### config.mk
export PLATFORM = sky130hd
export DESIGN_NAME = load_dispatch
export DESIGN_NICKNAME = d
export VERILOG_FILES = /design/src/rtl/load_dispatch.sv
export SDC_FILE = /design/constraint.sdc
export NUM_CORES = 1
export LEC_CHECK = 0
export ABC_AREA = 1
export CORE_ASPECT_RATIO = 1.5
export CORE_MARGIN = 2
export CORE_UTILIZATION = 35
export DETAILED_ROUTE_END_ITERATION = 10
export DONT_BUFFER_PORTS = 1
export PLACE_DENSITY = 0.59
export RECOVER_POWER = 100
export REMOVE_ABC_BUFFERS = 1
export SETUP_SLACK_MARGIN = 0.2
export SLEW_MARGIN = 20
export SYNTH_ARGS = -nofsm -noshare
export SYNTH_HDL_FRONTEND = slang
export SYNTH_SLANG_ARGS = --single-unit
### constraint.sdc
create_clock -name clock -period 2.3 [get_ports clock]
set_input_delay 0.345 -clock clock [delete_from_list [all_inputs] [get_ports clock]]
set_output_delay 0.345 -clock clock [all_outputs]
set_load 0.05 [all_outputs]
### src/rtl/load_dispatch.sv
// Sequential load-queue dispatcher: decodes one load instruction at a time, waits
// for a dependency token if requested, issues one DMA request and emits a push token.
module load_dispatch #(
    parameter int          INST_W    = 128,
    parameter int          XSIZE_LSB = 80,
    parameter int          XSIZE_W   = 16,
    parameter logic [2:0]  INPUT_ID  = 3'd2,
    parameter logic [2:0]  WEIGHT_ID = 3'd1,
    parameter int          TOKEN_W   = 4
) (
    input  logic               clock,
    input  logic               reset,
    input  logic               io_inst_valid,
    output logic               io_inst_ready,
    input  logic [INST_W-1:0]  io_inst_bits,
    input  logic               io_pop_in,
    output logic               io_push_out,
    output logic               io_dma_valid,
    input  logic               io_dma_ready,
    output logic [1:0]         io_dma_sel,
    output logic [INST_W-1:0]  io_dma_inst,
    input  logic               io_dma_done,
    output logic               io_busy,
    output logic               io_err,
    output logic [TOKEN_W-1:0] io_tokens
);

    typedef enum logic [2:0] {
        IDLE,
        WAIT_TOK,
        ISSUE,
        WAIT_DONE,
        FIN
    } state_t;

    localparam logic [TOKEN_W-1:0] TOKEN_ONE = TOKEN_W'(1);
    localparam logic [TOKEN_W-1:0] TOKEN_MAX = '1;

    state_t             state;
    state_t             nextState;
    logic [INST_W-1:0]  instReg;
    logic               errReg;
    logic [TOKEN_W-1:0] tokenCount;

    logic       isLoad;
    logic [2:0] memId;
    logic       popNext;
    logic       pushNext;
    logic       xsizeZero;
    logic       isInput;
    logic       isWeight;
    logic       isSync;
    logic       isLegal;
    logic       haveToken;
    logic       consume;
    logic       setErr;

    // Decode always looks at the latched word, so the fetch side may change freely.
    assign isLoad    = (instReg[2:0] == 3'd0);
    assign memId     = instReg[9:7];
    assign popNext   = instReg[4];
    assign pushNext  = instReg[6];
    assign xsizeZero = (instReg[XSIZE_LSB +: XSIZE_W] == '0);

    assign isInput   = isLoad && (memId == INPUT_ID)  && !xsizeZero;
    assign isWeight  = isLoad && (memId == WEIGHT_ID) && !xsizeZero;
    assign isSync    = isLoad && ((memId == INPUT_ID) || (memId == WEIGHT_ID)) && xsizeZero;
    assign isLegal   = isInput || isWeight || isSync;

    // Only a token already in the counter can be consumed; a pop arriving this
    // cycle is seen on the next evaluation.
    assign haveToken = (tokenCount != '0);
    assign consume   = (state == WAIT_TOK) && isLegal && popNext && haveToken;

    // NOTE: every combinational output gets a default first so no latch is inferred.
    always_comb begin
        nextState = state;
        setErr    = 1'b0;
        unique case (state)
            IDLE: begin
                if (io_inst_valid) nextState = WAIT_TOK;
            end
            WAIT_TOK: begin
                if (!isLegal) begin
                    setErr    = 1'b1;
                    nextState = IDLE;
                end else if (!popNext || haveToken) begin
                    nextState = isSync ? FIN : ISSUE;
                end
            end
            ISSUE: begin
                if (io_dma_ready) nextState = WAIT_DONE;
            end
            WAIT_DONE: begin
                if (io_dma_done) nextState = FIN;
            end
            FIN: begin
                nextState = IDLE;
            end
            default: begin
                nextState = IDLE;
            end
        endcase
    end

    // NOTE: sequential state uses non-blocking assignments so all registers update together.
    always_ff @(posedge clock) begin
        if (!reset) begin
            state   <= IDLE;
            instReg <= '0;
            errReg  <= 1'b0;
        end else begin
            state <= nextState;
            if ((state == IDLE) && io_inst_valid) instReg <= io_inst_bits;
            if (setErr) errReg <= 1'b1;
        end
    end

    // Simultaneous pop and consume cancel; a pop at the maximum is dropped.
    always_ff @(posedge clock) begin
        if (!reset) begin
            tokenCount <= '0;
        end else begin
            unique case ({io_pop_in, consume})
                2'b10:   if (tokenCount != TOKEN_MAX) tokenCount <= tokenCount + TOKEN_ONE;
                2'b01:   tokenCount <= tokenCount - TOKEN_ONE;
                default: tokenCount <= tokenCount;
            endcase
        end
    end

    assign io_inst_ready = (state == IDLE);
    assign io_busy       = (state != IDLE);
    assign io_dma_valid  = (state == ISSUE);
    assign io_dma_sel    = (state == ISSUE) ? {isWeight, isInput} : 2'b00;
    assign io_dma_inst   = instReg;
    assign io_push_out   = (state == FIN) && pushNext;
    assign io_err        = errReg;
    assign io_tokens     = tokenCount;

endmodule

== Word-level counts from Yosys, hierarchy flattened ==
Index checks and enable logic that the tools add are counted.

* Equal/unequal tests: 14
* Add/sub/neg operators: 2
* Muxes and demuxes: 12
* Reductions and logical operators: 25

{| class="wikitable"
|+ Operators by type and width
! operator !! number
|-
| 2-to-1 mux 3 bit || 6
|-
| zero test 16 bit || 1
|-
| case mux 3 bit (4 select lines) || 1
|-
| logical AND 1 bit || 11
|-
| equality test 3 x 2 -> 1 bit (second input constant) || 3
|-
| case mux 4 bit (2 select lines) || 1
|-
| equality test 3 x 1 -> 1 bit (second input constant) || 2
|-
| zero test 3 bit || 2
|-
| inequality test 2 bit (second input constant) || 3
|-
| adder 4 x 1 -> 4 bit (second input constant) || 1
|-
| logical OR 1 bit || 4
|-
| 2-to-1 mux 4 bit || 1
|-
| inequality test 4 bit (second input constant) || 1
|-
| AND reduction 4 bit || 1
|-
| nonzero test 4 bit || 1
|-
| subtractor 4 x 1 -> 4 bit (second input constant) || 1
|-
| equality test 3 bit (second input constant) || 1
|-
| inequality test 3 x 2 -> 1 bit (second input constant) || 1
|-
| nonzero test 3 bit || 1
|-
| equality test 2 x 1 -> 1 bit (second input constant) || 1
|-
| equality test 2 bit (second input constant) || 1
|-
| zero test 1 bit || 2
|-
| 2-to-1 mux 1 bit || 2
|-
| 2-to-1 mux 2 bit || 1
|-
| 3 further kinds || 3
|}

* Output and inout port bits: 139
* Logic and storage cells: 57
* Flip-flop bits (word level): 136
* Input port bits: 134

== Longest topological paths before layout ==
* Depth in word-level cells: 11
* Gate-level depth with buffers: 17
* Mapped depth without buffers: 17

== Worst setup path after synthesis ==
OpenSTA, ideal clock, no wires.

* Path type: flip-flop to output port
* Start: register state[2]
* End: output port io_dma_sel[0]
* Path slack: -0.701 ns
* Arrival time: 2.656 ns
* Required time: 1.955 ns
* Buffers on the path: 0
* Cell stages (with the launch flop): 6
* Path through: dfxtp_1 > nor2_1 > inv_1 > nor2_2 > inv_1 > nor4_1

* Cells in the longest elaborated chain, start to end: 2

{| class="wikitable"
|+ Ends and longest elaborated chain
! item !! RTL line !! RTL
|-
| start, declared || 39 || <nowiki>state_t state;</nowiki>
|-
| start signal, assigned || 113 || <nowiki>state <= nextState;</nowiki>
|-
| equality test 3 x 2 -> 1 bit || - ||
|-
| via io_dma_valid || 18 || <nowiki>output logic io_dma_valid,</nowiki>
|-
| 2-to-1 mux 2 bit || 135 || <nowiki>assign io_dma_sel = (state == ISSUE) ? {isWeight, isInput} : 2'b00;</nowiki>
|-
| end, declared || 20 || <nowiki>output logic [1:0] io_dma_sel,</nowiki>
|}

The timed path passes the listed nets, and every way through them passes these cells.

== Worst setup path after layout ==
* Start: register instReg[86], in the netlist io_dma_inst[86]
* End: output port io_dma_sel[1]

* Cells in the longest elaborated chain, start to end: 4

{| class="wikitable"
|+ Ends and longest elaborated chain
! item !! RTL line !! RTL
|-
| start, declared || 41 || <nowiki>logic [INST_W-1:0] instReg;</nowiki>
|-
| start signal, assigned || 114 || <nowiki>if ((state == IDLE) && io_inst_valid) instReg <= io_inst_bits;</nowiki>
|-
| zero test 16 bit || 63 || <nowiki>assign xsizeZero = (instReg[XSIZE_LSB +: XSIZE_W] == '0);</nowiki>
|-
| zero test 1 bit || 66 || <nowiki>assign isWeight = isLoad && (memId == WEIGHT_ID) && !xsizeZero;</nowiki>
|-
| logical AND 1 bit || 66 ||
|-
| 2-to-1 mux 2 bit || 135 ||
|}

No other way between the ends.

==> reports/metrics.json <==
{
  "postSynthCellCount": {"value": 666},
  "grt_antenna_before_repair": {"value": 0},
  "skew": {"value": 0.0277, "unit": "ns"},
  "antennaDiodeCount": {"value": 0},
  "path_clk_slew": {"value": 0.07, "unit": "ns"},
  "sequential_cell_area": {"value": 0.00272, "unit": "mm2"},
  "portBuffers": {"value": 0},
  "grt_setup_unrepaired": {"value": "yes"},
  "detailedPlacementHpwl": {"value": 9.82, "unit": "mm"},
  "grt_pass1_wl": {"value": 22.1, "unit": "mm"},
  "cp_data_required_time": {"value": 1.96, "unit": "ns"},
  "drc_errors": {"value": 0},
  "worst_supply_voltage_drop_on_vdd": {"value": 0.592, "unit": "mV"},
  "synth_enable_flop_cells": {"value": 0},
  "layout-area-overhead-vs-synth": {"value": 13.8, "unit": "%"},
  "ctsHtreeMaxLevel": {"value": 4},
  "die_h": {"value": 154, "unit": "um"},
  "setup-violations-final": {"value": 0},
  "drt_first_iter_violations": {"value": 179},
  "synth_common_cells": {"value": "sky130_fd_sc_hd__dfxtp_1 (136), sky130_fd_sc_hd__a21oi_1 (135), sky130_fd_sc_hd__nand2_1 (126)"},
  "hold_class": {"value": "input port to flip-flop"},
  "number_of_global_route_vias_before_repair": {"value": 4376},
  "die_area": {"value": 0.0161, "unit": "mm2"},
  "gr-usage-all-layers": {"value": 17.0, "unit": "%"},
  "fin_crit": {"value": 2.06, "unit": "ns"},
  "max-clock-path-buffers": {"value": 2},
  "fmaxAchievable": {"value": 0.485, "unit": "GHz"},
  "worstPathArrival": {"value": 1.72, "unit": "ns"},
  "routedWlPerCell": {"value": 16.3, "unit": "um"},
  "post_cts.repair.setup_buffers": {"value": 0},
  "total_leakage_power": {"value": 2.21, "unit": "nW"},
  "share_of_the_clock_period_used_by_the_worst_path_after_layout": {"value": 89.7, "unit": "%"},
  "clkLatencyLatePin": {"value": 0.41, "unit": "ns"},
  "clockRootBuffer": {"value": "sky130_fd_sc_hd__clkbuf_16"},
  "ys_top_cells_by_area": {"value": "sky130_fd_sc_hd__dfxtp_1 (52%), sky130_fd_sc_hd__a21oi_1 (13%), sky130_fd_sc_hd__nand3_1 (11%)"},
  "max_cap_viol_count": {"value": 0},
  "number_of_fill_cells": {"value": 1525},
  "viasPerCell": {"value": 5.20},
  "status": {"value": "finished, final reports clean"},
  "drt-total-wl": {"value": 14.3, "unit": "mm"},
  "power.density": {"value": 1370, "unit": "mW/mm2"},
  "start_kind": {"value": "flip-flop"},
  "worstPathCellList": {"value": "inv_1 > nand4_1 > nor4_1 > clkbuf_2 > nor3_1 > nand2_1 > inv_1"},
  "yosys_warnings": {"value": 0},
  "critical_path.max_stage_delay": {"value": 0.31, "unit": "ns"},
  "layout-drive-gt1-share": {"value": 7.46, "unit": "%"},
  "drt_pass_1_iters": {"value": 6},
  "hold_slack": {"value": 0.0617, "unit": "ns"},
  "place_congestion": {"value": 0.830},
  "grt_start_max_net_pins": {"value": 111},
  "worstPathMaxFanout": {"value": 4},
  "hold_viol_final": {"value": 0},
  "dr_total_vias": {"value": 4575},
  "critical_path.most_common_cell": {"value": "sky130_fd_sc_hd__inv_1"},
  "multi_input_gate_area_in_the_final_layout": {"value": 0.00206, "unit": "mm2"},
  "number_of_pins_exceeding_their_max_slew_limit_in_the_final_report": {"value": 0},
  "setup.worst_path.end_class": {"value": "output pin"},
  "placement_rows": {"value": 54},
  "postSynth.topFlopCell": {"value": "sky130_fd_sc_hd__dfxtp_1"},
  "overflow": {"value": 0},
  "syn_avg_cell_area": {"value": 7.90, "unit": "um2"},
  "worst-slew-pin-transition": {"value": 0.865, "unit": "ns"},
  "floorplan.io_pins": {"value": 273},
  "synth.ff_latch_count": {"value": 136},
  "critical_path_class": {"value": "flip-flop to output pin"},
  "cts.sink_count": {"value": 136},
  "maxSlewHeadroom": {"value": 42.4, "unit": "%"},
  "fin_util": {"value": 40.8, "unit": "%"},
  "effective_utilization_at_floorplan": {"value": 35.9, "unit": "%"},
  "cts-buffers-inserted": {"value": 17},
  "synth_cell_types": {"value": 25},
  "slowest_stage": {"value": "sky130_fd_sc_hd__dfxtp_1"},
  "total_power": {"value": 8.23, "unit": "mW"},
  "synth_most_common_cell": {"value": "sky130_fd_sc_hd__dfxtp_1"},
  "synth_area_leader_cell": {"value": "sky130_fd_sc_hd__dfxtp_1"},
  "cts_tree": {"value": "done"},
  "finish.net_count": {"value": 806},
  "seq_area_frac_synth": {"value": 51.7, "unit": "%"},
  "core_area": {"value": 0.0147, "unit": "mm2"},
  "async_reset_ff_share": {"value": 0, "unit": "%"},
  "synth_top_area_share": {"value": 51.7, "unit": "%"},
  "floorplan.die.width": {"value": 104, "unit": "um"},
  "netlist_area": {"value": 0.00526, "unit": "mm2"},
  "antenna_left": {"value": 0}
}
-- metrics by stage --
step	worst slack (ns)	area, um2	setup TNS, ns	std cells
finish	0.238	5990	0	880
global route	0.0664	5990	0	880
CTS	0.236	6120	0	880
detailed placement	0.469	5550	0	848
global placement	0.557	5550	0	848
floorplan	-4.03	4940	-488.24	612
-- critical path, delay by kind of cell, from the launching register on --
kind | cells | cell delay, ns
buffers and inverters | 3 | 0.48
DFF | 1 | 0.31
and+or+nand+nor | 4 | 0.50
-- flip-flops by register name, indices dropped and copies added, names as in the netlist --
signal,count
state,3
io_tokens,4
io_err,1
io_dma_inst,128
-- cells by family (layout without fill, tap and decap cells) --
logic type | Yosys count | in the layout | share of synthesized area (%)
adders and majority gates | 1 | 1 | 0.238
DFF | 136 | 136 | 51.7
buffers and inverters | 96 | 114 | 9.13
and+or+nand+nor | 269 | 269 | 23.2
AOI/OAI and AO/OA | 164 | 164 | 15.7
-- path summary, 6_finish.rpt --
path         depth (start not counted)  slack, ns              end       startpoint
max reg2reg                         17       0.35     io_tokens[2]         state[2]
max                                  7       0.24    io_dma_sel[1]  io_dma_inst[86]
min reg2reg                          2       0.47  io_dma_inst[91]  io_dma_inst[91]
min                                  2       0.06  io_dma_inst[94]            reset
-- area by class of cell --
class	count	share of cell area, %
flip-flops and latches	136	45.5
multi-input cells	434	34.5
clock buffers	19	7.23
well taps	196	4.10
repair buffers	40	3.64
inverters	42	2.67
clock inverters	13	2.44
-- report_power, final --
group / total [mW] / switching, mW / internal, mW
clock network: 2.66 / 1.05 / 1.61
registers: 3.83 / 1.12 / 2.71
logic: 1.74 / 1.29 / 0.451
-- metal layers --
metal | global-route usage [%] | vias to the layer above | part of all wire [%]
met5 | 0 | - | 0
met4 | 8.49 | 0 | 2.9
met3 | 5.10 | 28 | 6.7
met2 | 30.0 | 212 | 52
met1 | 18.5 | 2093 | 39
li1 | - | 2242 | -
-- cells in the final DEF (no fill, tap or decap), drive strengths merged, types with 2 or more instances in the layout --
cell / Yosys / final
dfxtp: 136 / 136
a21oi: 135 / 135
nand2: 127 / 127
nand3: 116 / 116
clkbuf: 23 / 49
inv: 42 / 43
o21ai: 27 / 27
nor2: 13 / 13
buf: 31 / 10
nand4: 6 / 6
clkinvlp: 0 / 5
clkinv: 0 / 5
nor3: 4 / 4
nor4: 3 / 3
bufinv: 0 / 2
-- timing repair --
action / in CTS / in global routing
gates resized for setup: 0 / 2
endpoints found under the setup margin: 0 / 2
hold buffers: 0 / 0
Power figures use the tool's default switching activity.
